===== src/rtl/mips_muldiv_pkg.sv =====
// Shared encodings and constants for the HI/LO multiply/divide unit.
// Optional build macro: MIPS_MULDIV_FAST_MULT_EN (single-edge MULT/MULTU).
package mips_muldiv_pkg;

    localparam logic [1:0] OP_MULT  = 2'd0;
    localparam logic [1:0] OP_MULTU = 2'd1;
    localparam logic [1:0] OP_DIV   = 2'd2;
    localparam logic [1:0] OP_DIVU  = 2'd3;

    localparam int MD_ITERS = 32;

    localparam logic [31:0] DIV0_QUOT = 32'hFFFF_FFFF;

    typedef enum logic [1:0] {
        IDLE = 2'd0,
        CALC = 2'd1,
        FIX  = 2'd2
    } state_t;

endpackage


===== src/rtl/mips_muldiv_unit_if.sv =====
// Core-side bundle of the multiply/divide unit: request, MTHI/MTLO, status, HI/LO.
// master = core pipeline, slave = mips_muldiv_unit.
interface mips_muldiv_unit_if #(
    parameter int XLEN = 32
);
    logic            start;
    logic [1:0]      op;
    logic [XLEN-1:0] op1;
    logic [XLEN-1:0] op2;
    logic            hi_write;
    logic            lo_write;
    logic [XLEN-1:0] write_data;
    logic            busy;
    logic            done;
    logic            div_zero;
    logic [XLEN-1:0] hi;
    logic [XLEN-1:0] lo;

    modport master (
        output start, op, op1, op2, hi_write, lo_write, write_data,
        input  busy, done, div_zero, hi, lo
    );

    modport slave (
        input  start, op, op1, op2, hi_write, lo_write, write_data,
        output busy, done, div_zero, hi, lo
    );
endinterface


===== src/rtl/mips_muldiv_step.sv =====
// One combinational iteration: shift-add multiply (mode=0) or
// restoring divide (mode=1) on the {acc,opr} register pair.
module mips_muldiv_step #(
    parameter int XLEN = 32
) (
    input  logic            mode,
    input  logic [XLEN-1:0] acc,
    input  logic [XLEN-1:0] opr,
    input  logic [XLEN-1:0] dvs,
    output logic [XLEN-1:0] acc_nxt,
    output logic [XLEN-1:0] opr_nxt
);
    logic [XLEN:0]   sum;
    logic [XLEN:0]   shl;
    logic [XLEN-1:0] sub;
    logic            ge;

    // Multiply adds then shifts right; divide shifts left then trial-subtracts.
    always_comb begin
        sum = {1'b0, acc} + (opr[0] ? {1'b0, dvs} : '0);
        shl = {acc, opr[XLEN-1]};
        ge  = (shl >= {1'b0, dvs});
        sub = shl[XLEN-1:0] - dvs;
        if (mode) begin
            acc_nxt = ge ? sub : shl[XLEN-1:0];
            opr_nxt = {opr[XLEN-2:0], ge};
        end else begin
            acc_nxt = sum[XLEN:1];
            opr_nxt = {sum[0], opr[XLEN-1:1]};
        end
    end
endmodule


===== src/rtl/mips_muldiv_unit.sv =====
// Multi-cycle MULT/MULTU/DIV/DIVU controller owning HI/LO.
// Define MIPS_MULDIV_FAST_MULT_EN for a one-edge combinational multiply.
module mips_muldiv_unit
    import mips_muldiv_pkg::*;
#(
    parameter int XLEN  = 32,
    parameter int ITERS = MD_ITERS
) (
    input  logic              clk,
    input  logic              reset,
    input  logic              clk_enable,
    mips_muldiv_unit_if.slave bus
);
    localparam int CW = $clog2(ITERS);
    localparam logic [CW-1:0] LAST = CW'(ITERS - 1);

    state_t          state;
    logic [CW-1:0]   cnt;
    logic [1:0]      op_q;
    logic [XLEN-1:0] acc, opr, dvs, raw1;
    logic [XLEN-1:0] hi_q, lo_q;
    logic            neg_q, dsign_q, dz_q, busy_q, done_q;

    logic            in_signed, in_div, a_neg, b_neg, q_div;
    logic [XLEN-1:0] a_abs, b_abs, acc_nxt, opr_nxt;
    logic [XLEN-1:0] quot, rem;
    logic [2*XLEN-1:0] prod, prod_s;

    // Operand conditioning at accept and sign fix-up at the end.
    always_comb begin
        in_signed = (bus.op == OP_MULT) || (bus.op == OP_DIV);
        in_div    = (bus.op == OP_DIV) || (bus.op == OP_DIVU);
        a_neg     = in_signed & bus.op1[XLEN-1];
        b_neg     = in_signed & bus.op2[XLEN-1];
        a_abs     = a_neg ? -bus.op1 : bus.op1;
        b_abs     = b_neg ? -bus.op2 : bus.op2;
        q_div     = (op_q == OP_DIV) || (op_q == OP_DIVU);
`ifdef MIPS_MULDIV_FAST_MULT_EN
        prod      = {{XLEN{1'b0}}, dvs} * {{XLEN{1'b0}}, opr};
`else
        prod      = {acc, opr};
`endif
        prod_s    = neg_q ? -prod : prod;
        quot      = neg_q ? -opr : opr;
        rem       = dsign_q ? -acc : acc;
    end

    mips_muldiv_step #(.XLEN(XLEN)) u_step (
        .mode    (q_div),
        .acc     (acc),
        .opr     (opr),
        .dvs     (dvs),
        .acc_nxt (acc_nxt),
        .opr_nxt (opr_nxt)
    );

    // Sequencer: accept in IDLE, iterate in CALC, write HI/LO in FIX.
    always_ff @(posedge clk or posedge reset) begin
        if (reset) begin
            state   <= IDLE;
            cnt     <= '0;
            op_q    <= OP_MULT;
            acc     <= '0;
            opr     <= '0;
            dvs     <= '0;
            raw1    <= '0;
            hi_q    <= '0;
            lo_q    <= '0;
            neg_q   <= 1'b0;
            dsign_q <= 1'b0;
            dz_q    <= 1'b0;
            busy_q  <= 1'b0;
            done_q  <= 1'b0;
        end else if (clk_enable) begin
            done_q <= 1'b0;
            unique case (state)
                IDLE: begin
                    if (bus.start) begin
                        op_q    <= bus.op;
                        neg_q   <= a_neg ^ b_neg;
                        dsign_q <= a_neg;
                        raw1    <= bus.op1;
                        acc     <= '0;
                        opr     <= in_div ? a_abs : b_abs;
                        dvs     <= in_div ? b_abs : a_abs;
                        cnt     <= '0;
                        busy_q  <= 1'b1;
                        dz_q    <= in_div && (bus.op2 == '0);
`ifdef MIPS_MULDIV_FAST_MULT_EN
                        state   <= in_div ? CALC : FIX;
`else
                        state   <= CALC;
`endif
                    end else begin
                        if (bus.hi_write) hi_q <= bus.write_data;
                        if (bus.lo_write) lo_q <= bus.write_data;
                    end
                end
                CALC: begin
                    acc <= acc_nxt;
                    opr <= opr_nxt;
                    if (cnt == LAST) state <= FIX;
                    else cnt <= cnt + CW'(1);
                end
                FIX: begin
                    if (!q_div) begin
                        hi_q <= prod_s[2*XLEN-1:XLEN];
                        lo_q <= prod_s[XLEN-1:0];
                    end else if (dz_q) begin
                        hi_q <= raw1;
                        lo_q <= DIV0_QUOT;
                    end else begin
                        hi_q <= rem;
                        lo_q <= quot;
                    end
                    done_q <= 1'b1;
                    busy_q <= 1'b0;
                    state  <= IDLE;
                end
                default: state <= IDLE;
            endcase
        end
    end

    assign bus.busy     = busy_q;
    assign bus.done     = done_q;
    assign bus.div_zero = dz_q;
    assign bus.hi       = hi_q;
    assign bus.lo       = lo_q;
endmodule


===== src/flat_wrapper.sv =====
// flat-port wrapper written by rule: the top's interface ports become plain ports
module mips_muldiv_unit_flat import mips_muldiv_pkg::*;
#(
    parameter int XLEN  = 32,
    parameter int ITERS = MD_ITERS
)
  (clk, reset, clk_enable, bus_start, bus_op, bus_op1, bus_op2, bus_hi_write, bus_lo_write, bus_write_data, bus_busy, bus_done, bus_div_zero, bus_hi, bus_lo);
  mips_muldiv_unit_if #(.XLEN(XLEN)) bus_i ();
  input  logic clk;
  input  logic reset;
  input  logic clk_enable;
  input wire logic [$bits(bus_i.start)-1:0] bus_start;
  input wire logic [$bits(bus_i.op)-1:0] bus_op;
  input wire logic [$bits(bus_i.op1)-1:0] bus_op1;
  input wire logic [$bits(bus_i.op2)-1:0] bus_op2;
  input wire logic [$bits(bus_i.hi_write)-1:0] bus_hi_write;
  input wire logic [$bits(bus_i.lo_write)-1:0] bus_lo_write;
  input wire logic [$bits(bus_i.write_data)-1:0] bus_write_data;
  output wire logic [$bits(bus_i.busy)-1:0] bus_busy;
  output wire logic [$bits(bus_i.done)-1:0] bus_done;
  output wire logic [$bits(bus_i.div_zero)-1:0] bus_div_zero;
  output wire logic [$bits(bus_i.hi)-1:0] bus_hi;
  output wire logic [$bits(bus_i.lo)-1:0] bus_lo;
  assign bus_i.start = bus_start;
  assign bus_i.op = bus_op;
  assign bus_i.op1 = bus_op1;
  assign bus_i.op2 = bus_op2;
  assign bus_i.hi_write = bus_hi_write;
  assign bus_i.lo_write = bus_lo_write;
  assign bus_i.write_data = bus_write_data;
  assign bus_busy = bus_i.busy;
  assign bus_done = bus_i.done;
  assign bus_div_zero = bus_i.div_zero;
  assign bus_hi = bus_i.hi;
  assign bus_lo = bus_i.lo;
  mips_muldiv_unit #(.XLEN(XLEN), .ITERS(ITERS)) u_core (.clk(clk), .reset(reset), .clk_enable(clk_enable), .bus(bus_i));
endmodule

===== config.mk =====
export PLATFORM = sky130hd
export DESIGN_NAME = mips_muldiv_unit_flat
export DESIGN_NICKNAME = d
export VERILOG_FILES = /design/src/rtl/mips_muldiv_pkg.sv /design/src/rtl/mips_muldiv_unit_if.sv /design/src/rtl/mips_muldiv_step.sv /design/src/rtl/mips_muldiv_unit.sv /design/src/flat_wrapper.sv
export SDC_FILE = /design/constraint.sdc
export NUM_CORES = 1
export LEC_CHECK = 0
export CORE_MARGIN = 2
export CORE_UTILIZATION = 53
export DETAILED_ROUTE_END_ITERATION = 6
export PLACE_DENSITY = 0.76
export REMOVE_ABC_BUFFERS = 1
export SYNTH_ARGS = -nofsm -noshare
export SYNTH_HDL_FRONTEND = slang
export SYNTH_SLANG_ARGS = --single-unit

===== constraint.sdc =====
create_clock -name clk -period 7.3 [get_ports clk]
set_input_delay 1.46 -clock clk [delete_from_list [all_inputs] [get_ports clk]]
set_output_delay 1.46 -clock clk [all_outputs]
set_load 0.01 [all_outputs]

==> results.txt <==
----------------------------------------------------
[Placement]
  Number of buffer cells added on primary ports ... 170
  Post-detail-place hpwl ... 47,200 um
  Gpl congestion ... 1.00
  Placed Cells incl. Taps ... 2,786

[Timing]
  Endpoints failing hold ... 0
  Minimum period implied by the final worst setup slack ... 4.52 ns
  Final sum of negative setup slack ... 0 ns
  Unrepaired setup endpoints after global routing ... no
  Transition time at the pin with the least slew margin ... 1.31 ns
  Final number of setup-violating endpoints ... 0
  Final-report max-slew violation count ... 0
  F_max ... 0.221 GHz
  Post-route clock period utilization ... 61.9%
  Normalized max-slew margin ... 11.3%
  Worst clock skew ... 0.00951 ns

[Floorplan]
  Core Rows ... 66
  Area of the die ... 34,300 sq um
  Core Box Area ... 32,500 sq um
  Initial core utilization ... 53.6%
  Io pins ... 171
  Die Ht ... 185 um
  Horiz. Die Dim ... 185 um

[Yosys]
  Cell type with the highest aggregate area in the netlist ... sky130_fd_sc_hd__dfrtp_1
  Most used flip-flop cell after synthesis ... sky130_fd_sc_hd__dfrtp_1
  Total of flip-flops plus latches after synthesis ... 205
  List of most frequent post-synthesis cells ... sky130_fd_sc_hd__nand2_1 (342), sky130_fd_sc_hd__o21ai_0 (207), sky130_fd_sc_hd__dfrtp_1 (205), sky130_fd_sc_hd__nor2_1 (205), sky130_fd_sc_hd__a21oi_1 (196)
  Number of instances in the synthesized netlist ... 2,304
  Avg Inst Size Synth ... 7.55 sq um
  Fraction of post-synthesis cell area in the top cell type by area ... 29.5%
  Area of the mapped netlist ... 17,400 sq um
  Post-synth cell types ... 78
  Library cell with the highest instance count after synthesis ... sky130_fd_sc_hd__nand2_1
  Number of enable flip-flop cells after synthesis ... 0
  Main area contributors after synthesis ... sky130_fd_sc_hd__dfrtp_1 (29%), sky130_fd_sc_hd__nand2_1 (7.4%), sky130_fd_sc_hd__o21ai_0 (6.0%)
  Ys Warns ... 0
  Post-synthesis sequential area ratio ... 29.5%
  Share of synthesized flip-flops with an asynchronous set or reset ... 100%

[CTS]
  Total number of H-tree levels ... 1
  Number of buffers between clock root and the deepest sink ... 3
  TritonCTS clock tree ... done
  Num CTS Buffers ... 25
  Quantity of gates resized following cts ... 0
  # Post-CTS Setup Buffers ... 0
  Hold-fix buffers, CTS ... 0
  TritonCTS sink count ... 205
  Clock root buffer master ... sky130_fd_sc_hd__clkbuf_16
  Clock transition at the register clock pins on the worst setup and hold paths after CTS ... 0.06 ns
  Clock insertion delay at the later pin of the skew report ... 0.54 ns

[Job]
  Max Cap Viol ... 0

[Critical path]
  Kind of launch point of the worst setup path ... input pin
  Cell type group with the largest total delay on the critical path ... simple AND/OR/NAND/NOR gates
  Worst-path cell with the longest stage delay ... sky130_fd_sc_hd__nor4_1
  Kind of capture point of the worst setup path ... flop
  Startpoint-to-endpoint class of the critical path ... input pin to flop
  Highest net fanout along the worst path ... 6
  Buffer and inverter count on the worst path ... 1
  WP data arrival ... 4.97 ns
  Largest stage delay on the critical path ... 0.98 ns
  Critical path cell sequence ... clkdlybuf4s50_1, or4_1, nor4_1, and3_1, nand3_1, nor3b_1, nor2_1, xor2_1, mux2i_1, o21ai_0
  Slack of the worst reg-to-reg path ... 2.80 ns
  Required time reported for the critical path endpoint ... 7.75 ns

[Final layout]
  Number of fill cells ... 2,894
  Proportion of layout cells with a drive suffix above 1 ... 4.69%
  Count of nets after finishing ... 2,547
  Count of placed standard cells in the final layout, fillers left out ... 2,833
  Total area of multi-input combinational cells ... 11,400 sq um
  Sequential cell area ... 5130 sq um
  Area growth from synthesis to layout ... 16.2%

[Route]
  Routed wire length ... 64,700 um
  Initial drt markers ... 2,436
  Drt drc ... 0
  Wire length per cell after detailed routing ... 22.9 um
  Post-DR vias/cell ... 6.54
  Number of search-and-repair iterations in the first detailed-routing pass ... 7
  Overall via count from detail_route ... 18,500
  Antenna-violating nets left ... 0

[Power]
  Leakage Power ... 8.49 nW
  Power after layout ... 9.55 mW
  Maximum VDD drop ... 0.300 mV
  Pwr/cell area ... 472 nW/um^2

[Global route]
  Initial antenna violation count ... 1
  Wire length of the first global-routing pass ... 99,300 um
  Largest net degree at the start of global routing ... 91
  Number of global-route vias before repair ... 17,200
  Global-route usage over all layers ... 37.6%
  Total overflow reported by the global router ... 0

[Hold path]
  Class of the tightest hold or removal check ... flop to flop

[Run status]
  Status ... completed

----------------------------------------------------
## through the flow
stage	area [sq um]	utilization (%)	hold WS (ns)	setup WS [ns]
6_report	20200	62.3	0.477	2.78
5_1_grt	20200	62.3	0.489	2.64
4_1_cts	20200	62.3	0.476	2.95
3_5_place_dp	19300	59.5	0.462	2.44
3_3_place_gp	19300	59.5	0.457	2.50
2_1_floorplan	16800	-	0.440	0.244
## final cells by class
class / count / share of cell area (%)
multi-input cells: 1869 / 56.5
flip-flops and latches: 205 / 25.4
repair buffers: 200 / 9.51
clock buffers: 30 / 3.34
well taps: 442 / 2.74
inverters: 70 / 1.34
clock inverters: 15 / 1.17
diodes: 2 / 0.0248
## cell usage in the layout, fill, tap and decap left out, types with 8 or more instances in the layout
cell / Yosys / final
sky130_fd_sc_hd__nand2_1: 342 / 342
sky130_fd_sc_hd__o21ai_0: 207 / 207
sky130_fd_sc_hd__nor2_1: 205 / 203
sky130_fd_sc_hd__dfrtp_1: 205 / 203
sky130_fd_sc_hd__a21oi_1: 196 / 196
sky130_fd_sc_hd__clkdlybuf4s50_1: 0 / 169
sky130_fd_sc_hd__xnor2_1: 105 / 105
sky130_fd_sc_hd__xor2_1: 73 / 73
sky130_fd_sc_hd__ha_1: 70 / 70
sky130_fd_sc_hd__inv_1: 69 / 68
sky130_fd_sc_hd__mux2i_1: 64 / 64
sky130_fd_sc_hd__nand3_1: 58 / 58
sky130_fd_sc_hd__nor3_1: 49 / 49
sky130_fd_sc_hd__a211oi_1: 34 / 34
sky130_fd_sc_hd__a21o_1: 34 / 34
sky130_fd_sc_hd__o211ai_1: 33 / 33
sky130_fd_sc_hd__buf_4: 1 / 30
sky130_fd_sc_hd__o31ai_1: 29 / 29
sky130_fd_sc_hd__o22ai_1: 28 / 28
sky130_fd_sc_hd__nand2b_1: 27 / 27
sky130_fd_sc_hd__a31oi_1: 25 / 25
sky130_fd_sc_hd__clkbuf_16: 0 / 25
sky130_fd_sc_hd__o21ai_1: 25 / 23
sky130_fd_sc_hd__nor4_1: 22 / 22
sky130_fd_sc_hd__and3_1: 19 / 19
sky130_fd_sc_hd__or4_1: 18 / 18
sky130_fd_sc_hd__or3_1: 17 / 17
sky130_fd_sc_hd__nand4_1: 14 / 14
sky130_fd_sc_hd__nor2b_1: 14 / 13
sky130_fd_sc_hd__a22oi_1: 13 / 13
sky130_fd_sc_hd__o41ai_1: 12 / 12
sky130_fd_sc_hd__mux2_2: 11 / 11
sky130_fd_sc_hd__a221o_1: 9 / 9
sky130_fd_sc_hd__o22a_1: 8 / 8
## registers in the layout, summed over array words and instances, names as in the netlist, 2 cells and up
name and cells:
u_core.acc 32, u_core.bus.hi 32, u_core.bus.lo 32, u_core.dvs 32, u_core.opr 32, u_core.raw1 32, u_core.cnt 5, u_core.state 2
## cells by family (layout without fill, tap and decap cells)
kind of cell    after synthesis  in the layout  synth area share, %
compound gates              718            718                 25.2
xor+xnor                    178            178                 8.96
fa+ha+maj                    72             72                 5.27
buf+inv                     230            315                 5.09
flops                       205            205                 29.5
mux                          75             75                 4.40
other cells                   0              2                    0
simple gates                826            826                 21.6
## where the power goes
part	internal, mW	leakage (nW)	switching [mW]	total, mW
logic	2.42	5.53	3.25	5.67
registers	1.67	2.52	0.796	2.47
clock network	0.869	0.441	0.542	1.41
## worst min-delay path, stage by stage, from the launching register on
cell and delay, ns:
sky130_fd_sc_hd__dfrtp_1 0.34, sky130_fd_sc_hd__nand2_1 0.05, sky130_fd_sc_hd__nand2_1 0.06
## final timing paths
kind | from | end | cells after the start
min in group asynchronous | reset | u_core.bus.lo[4] | 2
setup reg to reg | u_core.opr[18] | u_core.bus.hi[9] | 8
hold / removal | u_core.raw1[7] | u_core.raw1[7] | 2
hold reg to reg | u_core.raw1[7] | u_core.raw1[7] | 2
max in group asynchronous | reset | u_core.neg_q | 3
setup / recovery | bus_op1[2] | u_core.dvs[29] | 10
## per-layer routing
metal	GRT usage, %	share of wire [%]
met1	51.0	41
met2	57.3	43
met3	5.76	9.7
met4	21.3	6.7
met5	0	0
(Power assumes the default switching activity.)
